### config.mk
export PLATFORM = sky130hd
export DESIGN_NAME = load_store_unit
export DESIGN_NICKNAME = d
export VERILOG_FILES = /design/src/rtl/lsu_pkg.sv /design/src/rtl/lsu_byte_lane.sv /design/src/rtl/load_store_unit.sv
export SDC_FILE = /design/constraint.sdc
export NUM_CORES = 1
export LEC_CHECK = 0
export ABC_AREA = 1
export CAP_MARGIN = 25
export CELL_PAD_IN_SITES_DETAIL_PLACEMENT = 2
export CELL_PAD_IN_SITES_GLOBAL_PLACEMENT = 2
export CORE_ASPECT_RATIO = 1.75
export CORE_UTILIZATION = 22
export DETAILED_ROUTE_END_ITERATION = 10
export HOLD_SLACK_MARGIN = 0.08
export PLACE_DENSITY = 0.83
export SKIP_LAST_GASP = 1
export SLEW_MARGIN = 20
export SYNTH_ARGS = -nofsm -noshare
export SYNTH_HDL_FRONTEND = slang
export SYNTH_SLANG_ARGS = --single-unit
### constraint.sdc
create_clock -name clk -period 2.7 [get_ports clk]
set_input_delay 0.405 -clock clk [delete_from_list [all_inputs] [get_ports clk]]
set_output_delay 0.405 -clock clk [all_outputs]
set_load 0.02 [all_outputs]
### src/rtl/lsu_pkg.sv
// Shared definitions for the load/store unit: op codes, FSM states, lane/size fields.
// Op layout: bit3 = store, bit2 = unsigned load, bits1:0 = access size.
package lsu_pkg;

    localparam logic [3:0] OP_LB  = 4'b0000;
    localparam logic [3:0] OP_LH  = 4'b0001;
    localparam logic [3:0] OP_LW  = 4'b0010;
    localparam logic [3:0] OP_LBU = 4'b0100;
    localparam logic [3:0] OP_LHU = 4'b0101;
    localparam logic [3:0] OP_SB  = 4'b1000;
    localparam logic [3:0] OP_SH  = 4'b1001;
    localparam logic [3:0] OP_SW  = 4'b1010;

    localparam logic [1:0] SZ_BYTE = 2'b00;
    localparam logic [1:0] SZ_HALF = 2'b01;
    localparam logic [1:0] SZ_WORD = 2'b10;

    localparam int OP_UNSIGNED_BIT = 2;
    localparam int OP_STORE_BIT    = 3;

    typedef enum logic [2:0] {
        ST_IDLE      = 3'd0,
        ST_WRITE     = 3'd1,
        ST_LOAD_RD   = 3'd2,
        ST_LOAD_DATA = 3'd3,
        ST_RMW_RD    = 3'd4,
        ST_RMW_WR    = 3'd5,
        ST_ERR       = 3'd6
    } lsu_state_e;

    function automatic logic op_is_legal(input logic [3:0] op);
        case (op)
            OP_LB, OP_LH, OP_LW, OP_LBU, OP_LHU, OP_SB, OP_SH, OP_SW: return 1'b1;
            default:                                                  return 1'b0;
        endcase
    endfunction

endpackage

### src/rtl/lsu_byte_lane.sv
// Lane steering for the load/store unit: extracts and extends load data and merges store data.
// Purely combinational; misaligned lane bits are ignored (halfword uses addr[1], word ignores both).
module lsu_byte_lane
    import lsu_pkg::*;
(
    input  logic [3:0]  op_i,
    input  logic [1:0]  addr_i,
    input  logic [31:0] word_i,
    input  logic [31:0] wdata_i,
    output logic [31:0] load_data_o,
    output logic [31:0] store_word_o
);

    logic [7:0]  byte_sel;
    logic [15:0] half_sel;
    logic        sext;
    logic [31:0] merged;

    always_comb begin
        byte_sel = word_i[{addr_i, 3'b000} +: 8];
        half_sel = addr_i[1] ? word_i[31:16] : word_i[15:0];
        sext     = !op_i[OP_UNSIGNED_BIT];

        case (op_i[1:0])
            SZ_BYTE: load_data_o = {{24{sext & byte_sel[7]}}, byte_sel};
            SZ_HALF: load_data_o = {{16{sext & half_sel[15]}}, half_sel};
            default: load_data_o = word_i;
        endcase

        merged = word_i;
        case (op_i[1:0])
            SZ_BYTE: merged[{addr_i, 3'b000} +: 8]      = wdata_i[7:0];
            SZ_HALF: merged[{addr_i[1], 4'b0000} +: 16] = wdata_i[15:0];
            default: merged                             = wdata_i;
        endcase

        store_word_o = op_i[OP_STORE_BIT] ? merged : word_i;
    end

endmodule

### src/rtl/load_store_unit.sv
// Byte-addressed load/store front end for a word-wide memory; sub-word stores via read-modify-write. LSU_ALIGN_CHECK_EN enables misalignment errors.
// Latency from accept: SW/error respond next cycle; loads, SB and SH respond two cycles later.
// Backpressure: req_ready only in IDLE; requester holds its request until accepted.
module load_store_unit
    import lsu_pkg::*;
#(
    parameter int ADDR_WIDTH = 10,
    parameter int DATA_WIDTH = 32
) (
    input  logic                  clk,
    input  logic                  rst,
    input  logic                  req_valid,
    output logic                  req_ready,
    input  logic [3:0]            req_op,
    input  logic [ADDR_WIDTH+1:0] req_addr,
    input  logic [DATA_WIDTH-1:0] req_wdata,
    output logic                  resp_valid,
    output logic [DATA_WIDTH-1:0] resp_rdata,
    output logic                  resp_err,
    output logic [ADDR_WIDTH-1:0] mem_addr,
    output logic [DATA_WIDTH-1:0] mem_data_in,
    output logic                  mem_wr_rd,
    input  logic [DATA_WIDTH-1:0] mem_data_out
);

    lsu_state_e            state_q, state_d;
    logic [3:0]            op_q, op_d;
    logic [ADDR_WIDTH+1:0] addr_q, addr_d;
    logic [DATA_WIDTH-1:0] wdata_q, wdata_d;

    logic                  accept;
    logic                  misaligned;
    logic [DATA_WIDTH-1:0] load_data;
    logic [DATA_WIDTH-1:0] store_word;

    assign accept = req_valid && req_ready;

`ifdef LSU_ALIGN_CHECK_EN
    always_comb begin
        case (req_op[1:0])
            SZ_HALF: misaligned = req_addr[0];
            SZ_WORD: misaligned = |req_addr[1:0];
            default: misaligned = 1'b0;
        endcase
    end
`else
    assign misaligned = 1'b0;
`endif

    always_comb begin
        state_d = state_q;
        op_d    = op_q;
        addr_d  = addr_q;
        wdata_d = wdata_q;
        case (state_q)
            ST_IDLE: begin
                if (accept) begin
                    op_d    = req_op;
                    addr_d  = req_addr;
                    wdata_d = req_wdata;
                    if (!op_is_legal(req_op) || misaligned) state_d = ST_ERR;
                    else if (req_op == OP_SW)                state_d = ST_WRITE;
                    else if (req_op[OP_STORE_BIT])           state_d = ST_RMW_RD;
                    else                                     state_d = ST_LOAD_RD;
                end
            end
            ST_LOAD_RD: state_d = ST_LOAD_DATA;
            ST_RMW_RD:  state_d = ST_RMW_WR;
            default:    state_d = ST_IDLE;
        endcase
    end

    always_ff @(posedge clk or posedge rst) begin
        if (rst) begin
            state_q <= ST_IDLE;
            op_q    <= '0;
            addr_q  <= '0;
            wdata_q <= '0;
        end else begin
            state_q <= state_d;
            op_q    <= op_d;
            addr_q  <= addr_d;
            wdata_q <= wdata_d;
        end
    end

    lsu_byte_lane u_lane (
        .op_i         (op_q),
        .addr_i       (addr_q[1:0]),
        .word_i       (mem_data_out),
        .wdata_i      (wdata_q),
        .load_data_o  (load_data),
        .store_word_o (store_word)
    );

    // The address follows the incoming request in IDLE so a read is always in flight at accept.
    assign req_ready   = (state_q == ST_IDLE);
    assign mem_addr    = (state_q == ST_IDLE) ? req_addr[ADDR_WIDTH+1:2] : addr_q[ADDR_WIDTH+1:2];
    assign mem_wr_rd   = !((state_q == ST_WRITE) || (state_q == ST_RMW_WR));
    assign mem_data_in = (state_q == ST_WRITE)  ? wdata_q :
                         (state_q == ST_RMW_WR) ? store_word : '0;
    assign resp_valid  = (state_q == ST_WRITE) || (state_q == ST_LOAD_DATA) ||
                         (state_q == ST_RMW_WR) || (state_q == ST_ERR);
    assign resp_err    = (state_q == ST_ERR);
    assign resp_rdata  = (state_q == ST_LOAD_DATA) ? load_data : '0;

endmodule

==> impl_metrics.tcl <==
set metrics [dict create \
    outcome "complete, no violations" \
    synth_top_area_cell "dfrtp_1" \
    finalCriticalPeriod_ns 2.63 \
    grt_pass1_wl_mm 32.3 \
    clk_path_buf_depth 2 \
    syn_inst 633 \
    cts_inserted_buffers 5 \
    seq_area_frac_synth 0.313 \
    dieWidth_microns 105 \
    holdCritPathClass "flop to flop" \
    wl_met2_mm 11.4 \
    routed-wl-met3_microns 723 \
    final_cell_mix "nand2_1 (215), clkdlybuf4s50_1 (90), nor2_1 (73)" \
    dr.pass1.iters 4 \
    cts-root-buf "clkbuf_16" \
    synth_warnings 0 \
    pwr-share-comb 0.674 \
    fill_cells 2217 \
    pwr-share-clk 0.111 \
    fp-row-count 65 \
    grt.overflow.total 0 \
    cts_sinks 51 \
    peakVddDrop_uv 557 \
    finClkSkew_ns 0.00844 \
    tightestPinTransition_ns 0.701 \
    synth.area.top_cells "dfrtp_1 (31%), nand2_1 (20%), o21ai_0 (7.6%)" \
    slew_headroom 0.533 \
    area_growth_syn_to_layout_pct 57.6 \
    antenna_left 0 \
    cts_tree "yes" \
    fmax_mhz 380 \
    nets 920 \
    drcViolationCount 0 \
    gp_congestion 0.854 \
    fp.dieH_microns 182 \
    clock_latency_ns 0.30 \
    vias 5171 \
    io_buffer_count 160 \
    p_per_area_nw_per_um2 1060 \
    critPathRequiredTime_ns 2.30 \
    stdcell_area_sq_um 6430 \
    seqPwrFrac 0.215 \
    highest-signal-layer "met4" \
    p_sw_mw 3.42 \
    p_leak_nw 3.33 \
    grt_pass1_vias 5926 \
    dpl.cell_count 1056 \
    stdcell_count 1070 \
    drv_cap 0 \
    synth_cell_types 35 \
    ys_ff_latch 51 \
    path_max_fanout 7 \
    synth_area_per_cell_sq_um 6.45 \
    wl_met1_mm 7.64 \
    hpwl_mm 17.1 \
    rsz0062_at_grt "yes" \
    grtUsageTotal 0.220 \
    coreArea_sq_um 18100 \
    grt_max_degree 52 \
    routed_wirelength_mm 20.9 \
    antenna_found_initial 3 \
    wl_per_cell_microns 19.5 \
    drive_gt1_frac 0.160 \
    arrival_ns 2.22 \
    synth_nets 721 \
    critPathKind "flop to primary output" \
    holdWs_ns 0.488 \
    maxSlewViolCount 0 \
    io_pins 161 \
    critPathCaptureType "primary output" \
    layout_commonest_cell "nand2_1" \
    die-area_sq_um 19100 \
    start_util 0.226 \
    switching_share 0.504 \
    placed_area_sq_um 6300 \
    dr.first_iter.drc_count 134 \
    post_drt_via_cell_ratio 4.83 \
    p_int_mw 3.37 \
    syn_area_sq_um 4080 \
    setup-violations-final 0 \
    synth_top_area_frac 0.313 \
    hold_viol 0 \
    hold_buffers 0 \
    startpoint_type "flop" \
    path_clk_slew_ns 0.07 \
    htreeDepth 2 \
    period_share 0.974 \
]
layout make-up:
type	count	area (sq um)	area share
clock inverter	2	35.0	0.00545
sequential	51	1280	0.198
multi-input combinational	502	2490	0.387
clock buffer	6	139	0.0216
inverter	50	188	0.0292
antenna	3	7.51	0.00117
timing repair buffer	222	2010	0.312
tap	234	293	0.0455
state kept, by name (all words and copies together) (netlist names):
name	flops
op_q	4
addr_q	12
state_q	3
wdata_q	32
metal layers:
metal | global-route usage | up-vias
met4 | 0.134 | 0
met2 | 0.428 | 142
li1 | - | 2465
met5 | 0 | -
met3 | 0.0200 | 46
met1 | 0.222 | 2518
cell usage after synthesis, drive strengths merged:
library cell	number
a21oi	39
a31oi	7
buf	15
clkbuf	15
clkinv	1
dfrtp	51
ha	5
inv	49
mux2	24
nand2	220
nand3	31
nand3b	1
nand4	3
nor2	78
nor3	6
o211ai	5
o21ai	76
o221ai	5
o31ai	2
final timing paths:
kind,startpoint,endpoint,slack (ns),cells past startpoint
max,addr_q[1],resp_rdata[5],0.07,7
min,addr_q[11],addr_q[11],0.49,2
max reg2reg,state_q[1],wdata_q[18],0.55,8
min reg2reg,addr_q[11],addr_q[11],0.49,2
max in group asynchronous,rst,addr_q[11],1.61,3
min in group asynchronous,rst,wdata_q[30],0.61,3
metrics by stage:
| stage | utilization | worst slack (ns) | total power [mW] | TNS [ns] |
|---|---|---|---|---|
| finish | 0.356 | 0.0704 | 6.79 | 0 |
| floorplan | - | 0.293 | 3.89 | 0 |
| global route | 0.356 | -0.0624 | 7.29 | -0.196 |
| global placement | 0.349 | -0.0828 | 5.99 | -0.202 |
| CTS | 0.358 | -0.0138 | 6.88 | -0.0208 |
| detailed placement | 0.349 | -0.133 | 6.17 | -1.33 |
worst max-delay path: stages (launching register included):
cell and delay, ns:
dfrtp_1 0.37, inv_2 0.06, buf_4 0.17, a21oi_2 0.27, buf_4 0.23, o221ai_1 0.12
nor2_1 0.10, clkdlybuf4s50_1 0.61
power by group through the flow:
stage / sequential, mW / combinational, mW / clock [mW]
detailed placement: 1.47 / 4.71 / 0
floorplan: 1.36 / 2.53 / 0
CTS: 1.46 / 4.64 / 0.780
global placement: 1.44 / 4.55 / 0
finish: 1.46 / 4.57 / 0.754
global route: 1.51 / 4.98 / 0.802
what timing repair did:
item | CTS | global route
setup endpoints to repair | 54 | 44
cloned | 0 | 0
setup buffers | 3 | 0
gates resized for setup | 76 | 60
pin swaps | 2 | 1
hold endpoints to repair | 0 | 0
logic make-up (layout without fill, tap and decap cells):
| group | after synthesis | in the layout | synth area share |
|---|---|---|---|
| multiplexers | 24 | 24 | 0.0662 |
| AO/OA/AOI/OAI | 134 | 134 | 0.184 |
| adder cells (fa/ha/maj) | 5 | 5 | 0.0153 |
| flip-flops | 51 | 51 | 0.313 |
| buffers and inverters | 80 | 280 | 0.0852 |
| AND/OR/NAND/NOR | 339 | 339 | 0.336 |
| other | 0 | 3 | 0 |
Note: power is estimated with default switching activity, not from simulation.
